**src/rtl/mem_pkg.sv**
```systemverilog
// Shared definitions for the data-memory store path: size encoding,
// byte-enable constants and the aligned lane payload.
package mem_pkg;

   localparam int SZ_WORD_BIT = 1;
   localparam int SZ_HALF_BIT = 2;

   localparam logic [0:3] BE_ALL  = 4'b1111;
   localparam logic [0:3] BE_NONE = 4'b0000;

   // Lane-aligned payload; the word address is carried alongside it in each entry
   typedef struct packed {
      logic [0:31] wdata;
      logic [0:3]  be;
   } lane_t;

endpackage

```
**src/rtl/store_align.sv**
```systemverilog
// Combinational big-endian store alignment: places byte/half/word data
// into 32-bit lanes, generates byte enables and flags misaligned stores.
module store_align
   import mem_pkg::*;
(
   input  logic [0:1]  off,
   input  logic [0:31] data,
   input  logic [0:2]  size,
   output logic [0:31] wdata,
   output logic [0:3]  be,
   output logic        misalign
);

   lane_t lane;

   // Lanes that are not enabled stay zero so memory sees clean data
   always_comb begin
      lane     = '0;
      misalign = 1'b0;
      if (size[SZ_WORD_BIT]) begin
         if (off != 2'd0) begin
            misalign = 1'b1;
         end else begin
            lane.wdata = data;
            lane.be    = BE_ALL;
         end
      end else if (size[SZ_HALF_BIT]) begin
         if (off[1]) begin
            misalign = 1'b1;
         end else if (off[0]) begin
            lane.wdata[16:31] = data[16:31];
            lane.be           = 4'b0011;
         end else begin
            lane.wdata[0:15] = data[16:31];
            lane.be          = 4'b1100;
         end
      end else begin
         for (int k = 0; k < 4; k++) begin
            if (off == 2'(k)) begin
               lane.wdata[8*k +: 8] = data[24:31];
               lane.be[k]           = 1'b1;
            end
         end
      end
   end

   assign wdata = lane.wdata;
   assign be    = lane.be;

endmodule

```
**src/rtl/dmem_store_buffer.sv**
```systemverilog
// Memory-stage store buffer: aligns stores, queues them in a FIFO and drains
// them to data memory over req/ack, flagging loads that hit pending stores.
module dmem_store_buffer
   import mem_pkg::*;
#(
   parameter int DEPTH = 4,
   parameter int AW    = 32
) (
   input  logic          clk,
   input  logic          rst_n,
   input  logic          st_valid,
   input  logic [0:AW-1] st_addr,
   input  logic [0:31]   st_data,
   input  logic [0:2]    st_size,
   output logic          st_ready,
   output logic          misalign,
   output logic          dmem_req,
   output logic [0:AW-1] dmem_addr,
   output logic [0:31]   dmem_wdata,
   output logic [0:3]    dmem_be,
   input  logic          dmem_ack,
   input  logic [0:AW-1] ld_addr,
   input  logic          ld_valid,
   output logic          ld_hazard,
   output logic          empty
);

   localparam int PW = $clog2(DEPTH);
   localparam logic [PW:0] CNT_FULL = (PW+1)'(DEPTH);
   localparam logic [PW:0] CNT_ONE  = (PW+1)'(1);
   localparam logic [PW-1:0] PTR_ONE = PW'(1);

   typedef enum logic {IDLE, REQ} state_t;

   typedef struct packed {
      logic [0:AW-1] addr;
      lane_t         lane;
   } entry_t;

   entry_t        mem_q [DEPTH];
   entry_t        mem_d [DEPTH];
   logic [PW-1:0] head_q, head_d, tail_q, tail_d, next_head;
   logic [PW:0]   count_q, count_d;
   state_t        state_q, state_d;
   logic          req_q, req_d, misalign_q, misalign_d;
   logic [0:AW-1] addr_q, addr_d;
   logic [0:31]   wdata_q, wdata_d;
   logic [0:3]    be_q, be_d;

   logic [0:31]   al_wdata;
   logic [0:3]    al_be;
   logic          al_misalign;
   entry_t        new_entry;
   logic          push, pop;

   store_align u_align (
      .off      (st_addr[AW-2:AW-1]),
      .data     (st_data),
      .size     (st_size),
      .wdata    (al_wdata),
      .be       (al_be),
      .misalign (al_misalign)
   );

   assign new_entry.addr       = {st_addr[0:AW-3], 2'b00};
   assign new_entry.lane.wdata = al_wdata;
   assign new_entry.lane.be    = al_be;

   assign st_ready = (count_q != CNT_FULL);
   assign push     = st_valid && st_ready && !al_misalign;
   assign pop      = (state_q == REQ) && dmem_ack;

   // The in-flight entry stays at the head until acked, so the hazard check sees it
   always_comb begin
      mem_d      = mem_q;
      head_d     = head_q;
      tail_d     = tail_q;
      count_d    = count_q;
      state_d    = state_q;
      req_d      = req_q;
      addr_d     = addr_q;
      wdata_d    = wdata_q;
      be_d       = be_q;
      misalign_d = st_valid && al_misalign;
      next_head  = head_q + PTR_ONE;

      if (push) begin
         mem_d[tail_q] = new_entry;
         tail_d        = tail_q + PTR_ONE;
      end
      if (pop) begin
         head_d = next_head;
      end
      case ({push, pop})
         2'b10:   count_d = count_q + CNT_ONE;
         2'b01:   count_d = count_q - CNT_ONE;
         default: count_d = count_q;
      endcase

      case (state_q)
         IDLE: begin
            if (count_q != '0) begin
               addr_d  = mem_q[head_q].addr;
               wdata_d = mem_q[head_q].lane.wdata;
               be_d    = mem_q[head_q].lane.be;
               req_d   = 1'b1;
               state_d = REQ;
            end
         end
         REQ: begin
            if (dmem_ack) begin
               // With a single entry left, a same-cycle push lands at next_head
               if (count_q > CNT_ONE) begin
                  addr_d  = mem_q[next_head].addr;
                  wdata_d = mem_q[next_head].lane.wdata;
                  be_d    = mem_q[next_head].lane.be;
               end else if (push) begin
                  addr_d  = new_entry.addr;
                  wdata_d = new_entry.lane.wdata;
                  be_d    = new_entry.lane.be;
               end else begin
                  req_d   = 1'b0;
                  state_d = IDLE;
               end
            end
         end
         default: state_d = IDLE;
      endcase
   end

   always_ff @(posedge clk or negedge rst_n) begin
      if (!rst_n) begin
         mem_q      <= '{default: '0};
         head_q     <= '0;
         tail_q     <= '0;
         count_q    <= '0;
         state_q    <= IDLE;
         req_q      <= 1'b0;
         addr_q     <= '0;
         wdata_q    <= '0;
         be_q       <= '0;
         misalign_q <= 1'b0;
      end else begin
         mem_q      <= mem_d;
         head_q     <= head_d;
         tail_q     <= tail_d;
         count_q    <= count_d;
         state_q    <= state_d;
         req_q      <= req_d;
         addr_q     <= addr_d;
         wdata_q    <= wdata_d;
         be_q       <= be_d;
         misalign_q <= misalign_d;
      end
   end

   // Loads are treated as full-word, so a word-address match is enough
   logic [0:AW-1] ld_word;
   logic [PW-1:0] rel;
   logic          hazard_c;

   always_comb begin
      ld_word  = {ld_addr[0:AW-3], 2'b00};
      rel      = '0;
      hazard_c = 1'b0;
      for (int k = 0; k < DEPTH; k++) begin
         rel = PW'(k) - head_q;
         if (ld_valid && ({1'b0, rel} < count_q) &&
             (mem_q[k].addr == ld_word) && (mem_q[k].lane.be != BE_NONE)) begin
            hazard_c = 1'b1;
         end
      end
   end

   assign ld_hazard  = hazard_c;
   assign dmem_req   = req_q;
   assign dmem_addr  = addr_q;
   assign dmem_wdata = wdata_q;
   assign dmem_be    = be_q;
   assign misalign   = misalign_q;
   assign empty      = (count_q == '0) && !req_q;

endmodule

```
**config.mk**
```make
export PLATFORM = sky130hd
export DESIGN_NAME = dmem_store_buffer
export DESIGN_NICKNAME = d
export VERILOG_FILES = /design/src/rtl/mem_pkg.sv /design/src/rtl/store_align.sv /design/src/rtl/dmem_store_buffer.sv
export SDC_FILE = /design/constraint.sdc
export NUM_CORES = 1
export LEC_CHECK = 0
export BUFFER_PORTS_ARGS = -buffer_cell sky130_fd_sc_hd__buf_4
export CORE_MARGIN = 1
export CORE_UTILIZATION = 52
export DETAILED_ROUTE_END_ITERATION = 6
export HOLD_SLACK_MARGIN = 0.12
export PLACE_DENSITY = 0.71
export SKIP_CTS_REPAIR_TIMING = 1
export SLEW_MARGIN = 20
export SYNTH_ARGS = -nofsm -noshare
export SYNTH_HDL_FRONTEND = slang
export SYNTH_HIERARCHICAL = 1
export SYNTH_SLANG_ARGS = --single-unit
```
**constraint.sdc**
```tcl
create_clock -name clk -period 2.79 [get_ports clk]
set_clock_uncertainty 0.1 [all_clocks]
set_input_delay 0.279 -clock clk [delete_from_list [all_inputs] [get_ports clk]]
set_output_delay 0.279 -clock clk [all_outputs]
set_load 0.03 [all_outputs]
```
==> summary.md, run 1 <==
| Metric | Value |
|---|---|
| Synthesized area per cell | `14.02 um^2` |
| Failing checks | `negative setup slack` |
| Share of cells above drive strength 1 | `47.86%` |
| Crit. End Element | `output port` |
| Combinational family with the most area after synthesis | `multiplexers` |
| Worst R2R Path Depth | `9` |
| H-tree Lvls | `2` |
| Yosys cell types | `48` |
| Crit path capture | `ld_hazard` |
| Critical path arrival | `2.56 ns` |
| Tot Pwr | `29.42 mW` |
| Post-synth EDFFs | `0` |
| Total Wirelength | `50230 um` |
| # setup viols final | `1` |
| Post-route ant nets | `0` |
| # rows | `70` |
| Outcome | `complete, but fails checks` |
| Worst hold path type | `in2reg` |
| Post-DR vias/cell | `6.037` |
| Area leader, netlist | `dfrtp_1` |
| Post-Syn Area | `19710 um^2` |
| Pre-CTS setup slack | `0.2087 ns` |
| Worst Setup Start Kind | `flip-flop` |
| Slew @ Worst Pin | `0.6151 ns` |
| Post-Synth XOR/XNOR Area | `5.808%` |
| Post-route clock period utilization | `105.2%` |
| Register area share after synthesis | `43.17%` |
| Skew-Pair Late Insertion Delay | `0.55 ns` |
| Mapped Cells | `1406` |
| Die span in y | `196.7 um` |
| Slew Limit Fails | `0` |
| Top-Level Pins | `177` |
| Ys async rst share | `100.0%` |
| R2R Path Start | `count_q[1]$_DFFE_PN0P_` |
| RSZ-0062 raised after global routing | `yes` |
| Reg-to-Reg End | `mem_q[8]$_DFFE_PN0P_` |
| Root Buffer | `clkbuf_16` |
| Die width | `196.7 um` |
| Post-DP HPWL | `33430 um` |
| # DRC | `0` |
| Share of the synthesized area in the top cell type | `43.17%` |
| CTS Sinks | `340` |
| GRT Total Usage | `26.17%` |
| Largest net degree at the start of global routing | `106` |
| Post-synthesis simple-gate area fraction | `3.885%` |
| Input/output buffers | `171` |
| Clock slew at reported path FFs | `0.06 ns` |
| Internal reg-to-reg setup slack | `0.29 ns` |
| Hold depth | `3` |
| First-pass GRT wire length | `77160 um` |
| Leak | `10.52 nW` |
| Final #Nets | `1719` |
| Fillcell total | `2818` |
| Fmax | `0.3406 GHz` |
| Initial antenna violation count | `0` |
| Area fraction in compound gates after synthesis | `4.171%` |
| FF+latch count, synth | `340` |
| CTS tree | `done` |
| Drt pass-1 iters | `5` |
| Final setup margin | `-0.1461 ns` |
| MaxCap Viol Count | `0` |
| Adder-cell share of the synthesized area | `0.8252%` |
| Util after Layout | `63.44%` |
| Hold path startpoint | `st_data[12]` |
| Wire per inst | `23.52 um` |
| Num CTS Buffers | `40` |
| Pwr/cell area | `1255 nW/um^2` |
| Tmin final | `2.936 ns` |
| Top FF cell, synth | `dfrtp_1` |
| Total number of vias | `12900` |
| Mux contribution to synthesized area | `38.51%` |
| Gr ovfl total | `0` |
| Fin. Hold Viols | `0` |
| Setup TNS after final layout | `-0.1461 ns` |
| Slew headroom | `58.62%` |
| Ant diodes | `0` |
| Layout area overhead | `18.96%` |
| Yosys warnings | `6` |
| Setup crit start | `head_q[0]$_DFFE_PN0P_` |
| Non-Filler Instances | `2136` |
| Setup Crit Path Kind | `reg2out` |
| Crit-path max FO | `3` |
| Die area | `38690 um^2` |
| RePlAce Congestion | `1.009` |
| Clock Path Buffers | `3` |
| Crit path required time | `2.41 ns` |
| Drt first-iter violations | `841` |
| Number of global-route vias before repair | `13100` |
| Max VDD drop | `0.7826 mV` |
| Core ar. | `36960 um^2` |
| Top post-synthesis cells by area | `dfrtp_1 (43%), mux2_2 (17%), mux4_2 (15%)` |
| Initial Utilization | `53.33%` |
| Placed Cells | `2025` |
[worst max-delay path: stages (launching register included)]
cell	delay, ns
dfrtp_4	0.51
xor2_2	0.19
ha_1	0.29
a21oi_2	0.06
o211ai_1	0.18
nor4_1	0.07
or4_4	0.54
buf_6	0.16
[flip-flops by register name, indices dropped and copies added, names as in the netlist]
name / cells
count_q: 3
dmem_addr: 30
dmem_be: 4
dmem_req: 1
dmem_wdata: 32
head_q: 2
mem_q: 264
misalign: 1
state_q: 1
tail_q: 2
[cell type report]
class                           instances  area [um^2]  share of cell area, %
Sequential cell                       340         8519                  36.33
Clock inverter                         13        157.7                 0.6724
Timing Repair Buffer                  255         2316                  9.877
Clock buffer                           59         1215                  5.181
Tap cell                              504        630.6                  2.689
Inverter                               18        67.56                 0.2882
Multi-Input combinational cell        947        10540                  44.96
[logic make-up after synthesis]
logic type,count (synthesis)
simple gates,149
xor+xnor,129
mux,537
compound gates,117
fa+ha+maj,13
buf+inv,120
flops,340
other cells,1
[per-layer routing]
metal | vias to the layer above | track usage [%] | share of wire, %
li1 | 5699 | - | -
met1 | 6698 | 35.01 | 41
met3 | 89 | 3.730 | 5.2
met5 | - | 0 | 0
met2 | 409 | 44.33 | 51
met4 | 0 | 8.096 | 2.7
[worst min-delay path by stage]
stage	end	slack, ns
global placement	dmem_addr[6]$_DFFE_PN0P_	0.19
CTS	count_q[1]$_DFFE_PN0P_	-0.37
detailed placement	dmem_addr[6]$_DFFE_PN0P_	0.20
finish	mem_q[159]$_DFFE_PN0P_	0.14
global route	mem_q[159]$_DFFE_PN0P_	0.16
floorplan	count_q[0]$_DFFE_PN0P_	-0.12
[synth_stat cells, types with 2 or more instances]
master	n
o2bb2ai_1	16
nand2b_1	4
o21ai_0	2
a32o_1	7
buf_1	5
mux2_2	290
mux2_4	40
dfrtp_1	340
ha_1	13
nand4_1	10
xor2_1	101
buf_2	41
inv_1	18
nor4_1	30
a21oi_1	73
buf_6	10
nor2_1	74
or4_1	4
buf_4	16
clkbuf_1	25
mux4_2	132
nand2_1	10
o32ai_2	8
buf_12	4
mux2i_1	75
o211ai_1	4
xnor2_1	26
nand3b_1	8
[power breakdown]
group | leakage [nW] | switching (mW) | internal [mW]
Clock | 0.679 | 2.11 | 3.30
Sequential | 4.33 | 2.02 | 7.22
Combinational | 5.51 | 6.65 | 8.11
[placed cells by master, fill, tap and decap left out, types with 40 or more instances in the layout]
cell type  instances
mux2_2           290
xor2_1           100
mux4_2           132
a21oi_1           71
nor2_1            73
buf_4            196
clkbuf_16         43
mux2i_1           75
dfrtp_1          337
mux2_4            40
[stage by stage]
step	hold slack [ns]	area [um^2]
2_1_floorplan	-0.1166	19710
3_3_place_gp	0.1917	21630
3_5_place_dp	0.2040	21630
4_1_cts	-0.3663	23000
5_1_grt	0.1589	23450
6_report	0.1427	23450
No activity file was read; power rests on OpenSTA's default activity.
==> run 2, diff against run 1 <==
--- a/config.mk
+++ b/config.mk
@@ -8,6 +8,7 @@
 export BUFFER_PORTS_ARGS = -buffer_cell sky130_fd_sc_hd__buf_4
 export CORE_MARGIN = 1
 export CORE_UTILIZATION = 52
+export CTS_BUF_LIST = sky130_fd_sc_hd__clkbuf_8
 export DETAILED_ROUTE_END_ITERATION = 6
 export HOLD_SLACK_MARGIN = 0.12
 export PLACE_DENSITY = 0.71
==> run 2 against run 1 <==
Effect of this change:
- the run still ends with negative setup slack left
- design area is essentially flat
- sequential power about the same
- non-clock buffer count rose by 23
- critical path depth unchanged
- total power down 2.9%
- sequential cell count unchanged
- fmax shrank 3.9%
- hold slack lost 0.045 ns
- final cell count grew 2.2%
- sequential share of layout area is essentially flat
- critical path type unchanged
- critical endpoint unchanged
- highest routed layer unchanged
==> summary.md, run 2 (synthesis results as in run 1) <==
| Metric | Value |
|---|---|
| Core ar. | `36960 um^2 (unchanged)` |
| Dpl cell area | `21630 um^2 (unchanged)` |
| Crit path required time | `2.41 ns (about the same)` |
| Largest net degree at the start of global routing | `106 (unchanged)` |
| Total number of vias | `13020 (was 12900)` |
| Initial antenna violation count | `0 (unchanged)` |
| CP max stage delay | `0.54 ns (about the same)` |
| Slew @ Worst Pin | `0.6357 ns (was 0.6151 ns)` |
| Post-route ant nets | `0 (unchanged)` |
| Skew-Pair Late Insertion Delay | `0.66 ns (was 0.55 ns)` |
| Most common cell after layout, fill and taps aside | `dfrtp_1 (unchanged)` |
| Top-Level Pins | `177 (unchanged)` |
| H-tree Lvls | `2 (unchanged)` |
| Max VDD drop | `0.6524 mV (was 0.7826 mV)` |
| Num CTS Buffers | `58 (was 40)` |
| Slew Limit Fails | `0 (unchanged)` |
| Clock slew at reported path FFs | `0.06 ns (about the same)` |
| Drt pass-1 iters | `5 (unchanged)` |
| Slew headroom | `57.62% (was 58.62%)` |
| Pwr/cell area | `1218 nW/um^2 (was 1255 nW/um^2)` |
| Tmin final | `3.056 ns (was 2.936 ns)` |
| Crit. End Element | `output port (unchanged)` |
| CTS tree | `done (unchanged)` |
| Clock Path Buffers | `3 (unchanged)` |
| RSZ-0062 raised after global routing | `yes (unchanged)` |
| Post-route clock period utilization | `109.5% (was 105.2%)` |
| Critical path arrival | `2.68 ns (was 2.56 ns)` |
| Worst hold path type | `in2async (was in2reg)` |
| Post-DR vias/cell | `5.968 (was 6.037)` |
| Critical path cell sequence | `xor2_2 -> ha_1 -> a21oi_2 -> o211ai_1 -> nor4_1 -> or4_4 -> buf_6 (unchanged)` |
| Leak | `10.59 nW (was 10.52 nW)` |
| Worst Setup Start Kind | `flip-flop (unchanged)` |
| Setup Crit Path Kind | `reg2out (unchanged)` |
| Die span in y | `196.7 um (unchanged)` |
| First-pass GRT wire length | `76440 um (was 77160 um)` |
| Fmax | `0.3273 GHz (was 0.3406 GHz)` |
| Final #Nets | `1760 (was 1719)` |
| Failing checks | `negative setup slack (unchanged)` |
| Fin. Hold Viols | `0 (unchanged)` |
| Worst hold slack | `0.09777 ns (was 0.1427 ns)` |
| Share of cells above drive strength 1 | `47.47% (was 47.86%)` |
| Max stage delay cell, worst path | `or4_4 (unchanged)` |
| Pre-CTS setup slack | `0.2087 ns (unchanged)` |
| MaxCap Viol Count | `0 (unchanged)` |
| Gr ovfl total | `0 (unchanged)` |
| Setup TNS after final layout | `-0.2655 ns (was -0.1461 ns)` |
| # DRC | `0 (unchanged)` |
| Input/output buffers | `171 (unchanged)` |
| Root Buffer | `clkbuf_8 (was clkbuf_16)` |
| Outcome | `complete, but fails checks (unchanged)` |
| RePlAce Congestion | `1.009 (unchanged)` |
| Biggest register | `mem_q (unchanged)` |
| # rows | `70 (unchanged)` |
| GRT Total Usage | `26.05% (was 26.17%)` |
| Initial Utilization | `53.33% (unchanged)` |
| Die area | `38690 um^2 (unchanged)` |
| Layout area overhead | `19.04% (was 18.96%)` |
| # setup viols final | `1 (unchanged)` |
| Max FFs per register | `264 (unchanged)` |
| Most used cells in the layout excluding fill and tap cells | `dfrtp_1 (337), mux2_2 (290), buf_4 (196) (unchanged)` |
| Total Wirelength | `50540 um (was 50230 um)` |
| Final setup margin | `-0.2655 ns (was -0.1461 ns)` |
| Wire per inst | `23.16 um (was 23.52 um)` |
| Util after Layout | `63.48% (was 63.44%)` |
| CTS Sinks | `340 (unchanged)` |
| Number of global-route vias before repair | `13110 (was 13100)` |
| Design Area, Final | `23460 um^2 (was 23450 um^2)` |
| Crit-path max FO | `3 (unchanged)` |
| Die width | `196.7 um (unchanged)` |
| Post-DP HPWL | `33430 um (unchanged)` |
| Drt first-iter violations | `780 (was 841)` |
run 2: cell count changes in the layout (fill, tap and decap cells not counted), moves of 2 or more:
cell	before	now
dlygate4sd3_1	33	56
inv_1	16	29
clkinv_2	7	1
clkbuf_16	43	1
bufinv_16	3	1
clkbuf_1	7	0
clkbuf_8	10	78
run 2: routing by layer:
metal  GRT usage (%)  wire [um]  vias up
met2           43.83      25430      417
met5               0          0        -
li1                -          -     5771
met3           3.936       2792      100
met4           9.762       1494        0
met1           34.30      20830     6734
run 2: stage by stage:
step,instances,total power [mW]
6_report,2182,28.57
5_1_grt,2181,30.18
4_1_cts,2119,28.52
3_5_place_dp,2025,23.84
3_3_place_gp,2025,23.39
2_1_floorplan,1407,20.00
run 2: critical path, delay by kind of cell (launching register included):
family | cells | cell delay, ns
AOI/OAI and AO/OA | 2 | 0.25
xor gates and xnor gates | 1 | 0.19
adders and majority gates | 1 | 0.29
buffers and inverters | 1 | 0.16
DFF | 1 | 0.52
and+or+nand+nor | 2 | 0.61
run 2: path summary, 6_finish.rpt:
path                                            start                    endpoint  slack (ns)  depth (start not counted)
max                             head_q[0]$_DFFE_PN0P_                   ld_hazard       -0.27                          7
min                                             rst_n    dmem_addr[6]$_DFFE_PN0P_         0.1                          2
max reg2reg                    count_q[1]$_DFFE_PN0P_       mem_q[26]$_DFFE_PN0P_        0.30                          9
min reg2reg                dmem_wdata[28]$_DFFE_PN0P_  dmem_wdata[28]$_DFFE_PN0P_        0.41                          1
max in group asynchronous                       rst_n       mem_q[67]$_DFFE_PN0P_        1.60                          3
min in group clk                          st_data[26]      mem_q[213]$_DFFE_PN0P_        0.10                          3
run 2: final cells by class:
cell class,count,area (um^2)
Antenna cell,1,2.502
Tap cell,504,630.6
Timing Repair Buffer,278,2542
Sequential cell,340,8519
Fill cell,2853,13500
Inverter,18,67.56
Clock buffer,78,1074
Multi-Input combinational cell,947,10530
Clock inverter,16,98.84
run 2: power breakdown:
part | switching, mW | internal, mW | leakage (nW) | total, mW
registers | 2.00 | 7.23 | 4.33 | 9.23
clock network | 2.05 | 2.54 | 0.649 | 4.59
logic | 6.63 | 8.12 | 5.61 | 14.7
total | 10.7 | 17.9 | 10.6 | 28.6
==> run 3, diff against run 2 <==
==> constraint.sdc (replaced) <==
create_clock -name clk -period 3.9 [get_ports clk]
set_clock_uncertainty 0.1 [all_clocks]
set_input_delay 0.39 -clock clk [delete_from_list [all_inputs] [get_ports clk]]
set_output_delay 0.39 -clock clk [all_outputs]
set_load 0.03 [all_outputs]
==> run 3 against run 2 <==
Effect of this change:
- the run now ends clean
- global-route usage up 0.22 points
- combinational power down 32%
- sequential share of layout area up 0.93 points
- clock power down 29%
- design area down 2.5%
- die area unchanged
- wire length down 1.8%
- via count down 1.5%
- setup slack better by 0.50 ns
- sequential cell count unchanged
- register-to-register slack better by 0.69 ns
- sequential power down 27%
- critical path type unchanged
- largest power group unchanged
==> summary.md, run 3 (synthesis results as in run 1) <==
| Metric | Value |
|---|---|
| Outcome | `complete, no violations (was complete, but fails checks)` |
| Max stage delay cell, worst path | `dfrtp_4 (was or4_4)` |
| Placed Cells | `2006 (was 2025)` |
| CTS Sinks | `340 (unchanged)` |
| Wire per inst | `23.14 um (was 23.16 um)` |
| Reg-to-Reg End | `dmem_wdata[19]$_DFFE_PN0P_ (was mem_q[26]$_DFFE_PN0P_)` |
| Gr ovfl total | `0 (unchanged)` |
| Final #Nets | `1714 (was 1760)` |
| Number of cells on the critical path | `8 (was 7)` |
| CP Buf/Inv Count | `2 (was 1)` |
| # DRC | `0 (unchanged)` |
| R2R Path Start | `count_q[1]$_DFFE_PN0P_ (unchanged)` |
| Crit path capture | `ld_hazard (unchanged)` |
| Post-DR vias/cell | `5.986 (was 5.968)` |
| Biggest register | `mem_q (unchanged)` |
| Share of cells above drive strength 1 | `46.77% (was 47.47%)` |
| Skew-Pair Late Insertion Delay | `0.64 ns (was 0.66 ns)` |
| CTS tree | `done (unchanged)` |
| Layout area overhead | `16.07% (was 19.04%)` |
| Die span in y | `196.7 um (unchanged)` |
| First-pass GRT wire length | `76960 um (was 76440 um)` |
| CP max stage delay | `0.84 ns (was 0.54 ns)` |
| Die area | `38690 um^2 (unchanged)` |
| Slew headroom | `36.83% (was 57.62%)` |
| Number of global-route vias before repair | `12980 (was 13110)` |
| Setup Crit Path Kind | `reg2out (unchanged)` |
| Critical path arrival | `3.18 ns (was 2.68 ns)` |
| Core ar. | `36960 um^2 (unchanged)` |
| H-tree Lvls | `2 (unchanged)` |
| Input/output buffers | `171 (unchanged)` |
| Die width | `196.7 um (unchanged)` |
| Worst Setup Start Kind | `flip-flop (unchanged)` |
| Top-Level Pins | `177 (unchanged)` |
| Max FFs per register | `264 (unchanged)` |
| Crit path required time | `3.41 ns (was 2.41 ns)` |
| Fillcell total | `2920 (was 2853)` |
| Clock slew at reported path FFs | `0.06 ns (about the same)` |
| RePlAce Congestion | `0.9832 (was 1.009)` |
| Drt first-iter violations | `719 (was 780)` |
| Leak | `10.34 nW (was 10.59 nW)` |
| Tmin final | `3.669 ns` |
| Largest delay share family, worst path | `flip-flops (was simple AND/OR/NAND/NOR gates)` |
| Num CTS Buffers | `59 (was 58)` |
| GRT Total Usage | `26.27% (was 26.05%)` |
| # setup viols final | `0 (was 1)` |
| Initial antenna violation count | `0 (unchanged)` |
| Crit-path max FO | `34 (was 3)` |
| Total number of vias | `12830 (was 13020)` |
| Setup TNS after final layout | `0 ns (was -0.2655 ns)` |
| Most used cells in the layout excluding fill and tap cells | `dfrtp_1 (337), mux2_2 (290), buf_4 (185) (was dfrtp_1 (337), mux2_2 (290), buf_4 (196))` |
| Total Wirelength | `49610 um (was 50540 um)` |
| Non-Filler Instances | `2144 (was 2182)` |
| Most common cell after layout, fill and taps aside | `dfrtp_1 (unchanged)` |
| Pwr/cell area | `876.2 nW/um^2 (was 1218 nW/um^2)` |
| Worst R2R Path Depth | `8 (was 9)` |
| Slew Limit Fails | `0 (unchanged)` |
| Worst hold path type | `in2reg (was in2async)` |
| Post-DP HPWL | `32570 um (was 33430 um)` |
| Setup crit start | `head_q[0]$_DFFE_PN0P_ (unchanged)` |
| Clock Path Buffers | `3 (unchanged)` |
| Post-route clock period utilization | `94.07%` |
| Crit. End Element | `output port (unchanged)` |
| Slew @ Worst Pin | `0.9465 ns (was 0.6357 ns)` |
| Internal reg-to-reg setup slack | `0.99 ns (was 0.30 ns)` |
| Fmax | `0.2726 GHz` |
| Critical path cell sequence | `xor2_1 -> inv_1 -> ha_1 -> a21oi_1 -> o211ai_1 -> nor4_1 -> or4_1 -> buf_4 (was xor2_2 -> ha_1 -> a21oi_2 -> o211ai_1 -> nor4_1 -> or4_4 -> buf_6)` |
| Post-route ant nets | `0 (unchanged)` |
| Drt pass-1 iters | `5 (unchanged)` |
| # rows | `70 (unchanged)` |
| Initial Utilization | `53.33% (unchanged)` |
| RSZ-0062 raised after global routing | `no (was yes)` |
| MaxCap Viol Count | `0 (unchanged)` |
| Fin. Hold Viols | `0 (unchanged)` |
| Largest net degree at the start of global routing | `135 (was 106)` |
| Max VDD drop | `0.5459 mV (was 0.6524 mV)` |
| Ant diodes | `0 (was 1)` |
| Root Buffer | `clkbuf_8 (unchanged)` |
==> run 3: per-stage QoR <==
step | hold WS, ns | cell area [um^2] | power (mW) | util [%] | worst slack (ns)
finish | 0.1246 | 22880 | 20.05 | 61.90 | 0.2311
global route | 0.1245 | 22880 | 21.24 | 61.90 | 0.03973
CTS | -0.2967 | 22540 | 20.21 | 60.98 | 0.1490
detailed placement | 0.3956 | 21350 | 16.87 | 57.77 | 0.8119
global placement | 0.3932 | 21350 | 16.54 | 57.77 | 0.8535
floorplan | -0.005591 | 19710 | 14.31 | - | 1.128
==> run 3: power breakdown <==
part           total, mW  switching [mW]  leakage, nW  internal, mW
Sequential          6.75            1.58         4.33          5.16
Clock               3.26            1.49        0.685          1.77
Combinational       10.0            4.48         5.32          5.56
Total               20.0            7.56         10.3          12.5
==> run 3: worst min path at each step <==
stage                               start  cells after the start                          to
2_1_floorplan                       rst_n                      0      count_q[0]$_DFFE_PN0P_
3_3_place_gp   dmem_wdata[16]$_DFFE_PN0P_                      1  dmem_wdata[16]$_DFFE_PN0P_
3_5_place_dp       dmem_be[2]$_DFFE_PN0P_                      1      dmem_be[2]$_DFFE_PN0P_
4_1_cts                             rst_n                      1    dmem_addr[4]$_DFFE_PN0P_
5_1_grt                       st_data[15]                      3      mem_q[156]$_DFFE_PN0P_
6_report                      st_data[15]                      3      mem_q[156]$_DFFE_PN0P_
==> run 3: tightest hold or removal path, delay by kind of cell <==
family | cells | cell delay [ns]
buffers and inverters | 1 | 0.08
AOI/OAI and AO/OA | 1 | 0.20
muxes | 1 | 0.17
==> run 3: area by class of cell <==
type                            count  area, um^2  area share (%)
Multi-Input combinational cell    947       10510           45.94
Sequential cell                   340        8519           37.24
Timing Repair Buffer              231        1964           8.586
Clock buffer                       78        1074           4.692
Tap cell                          504       630.6           2.756
Clock inverter                     26       112.6          0.4922
Inverter                           18       67.56          0.2953
==> run 3: routing by layer <==
layer  part of all wire [%]  track usage, %
met2                     50           44.06
met5                      0               0
met3                    5.7           5.459
met1                     41           34.40
met4                    2.3           8.039
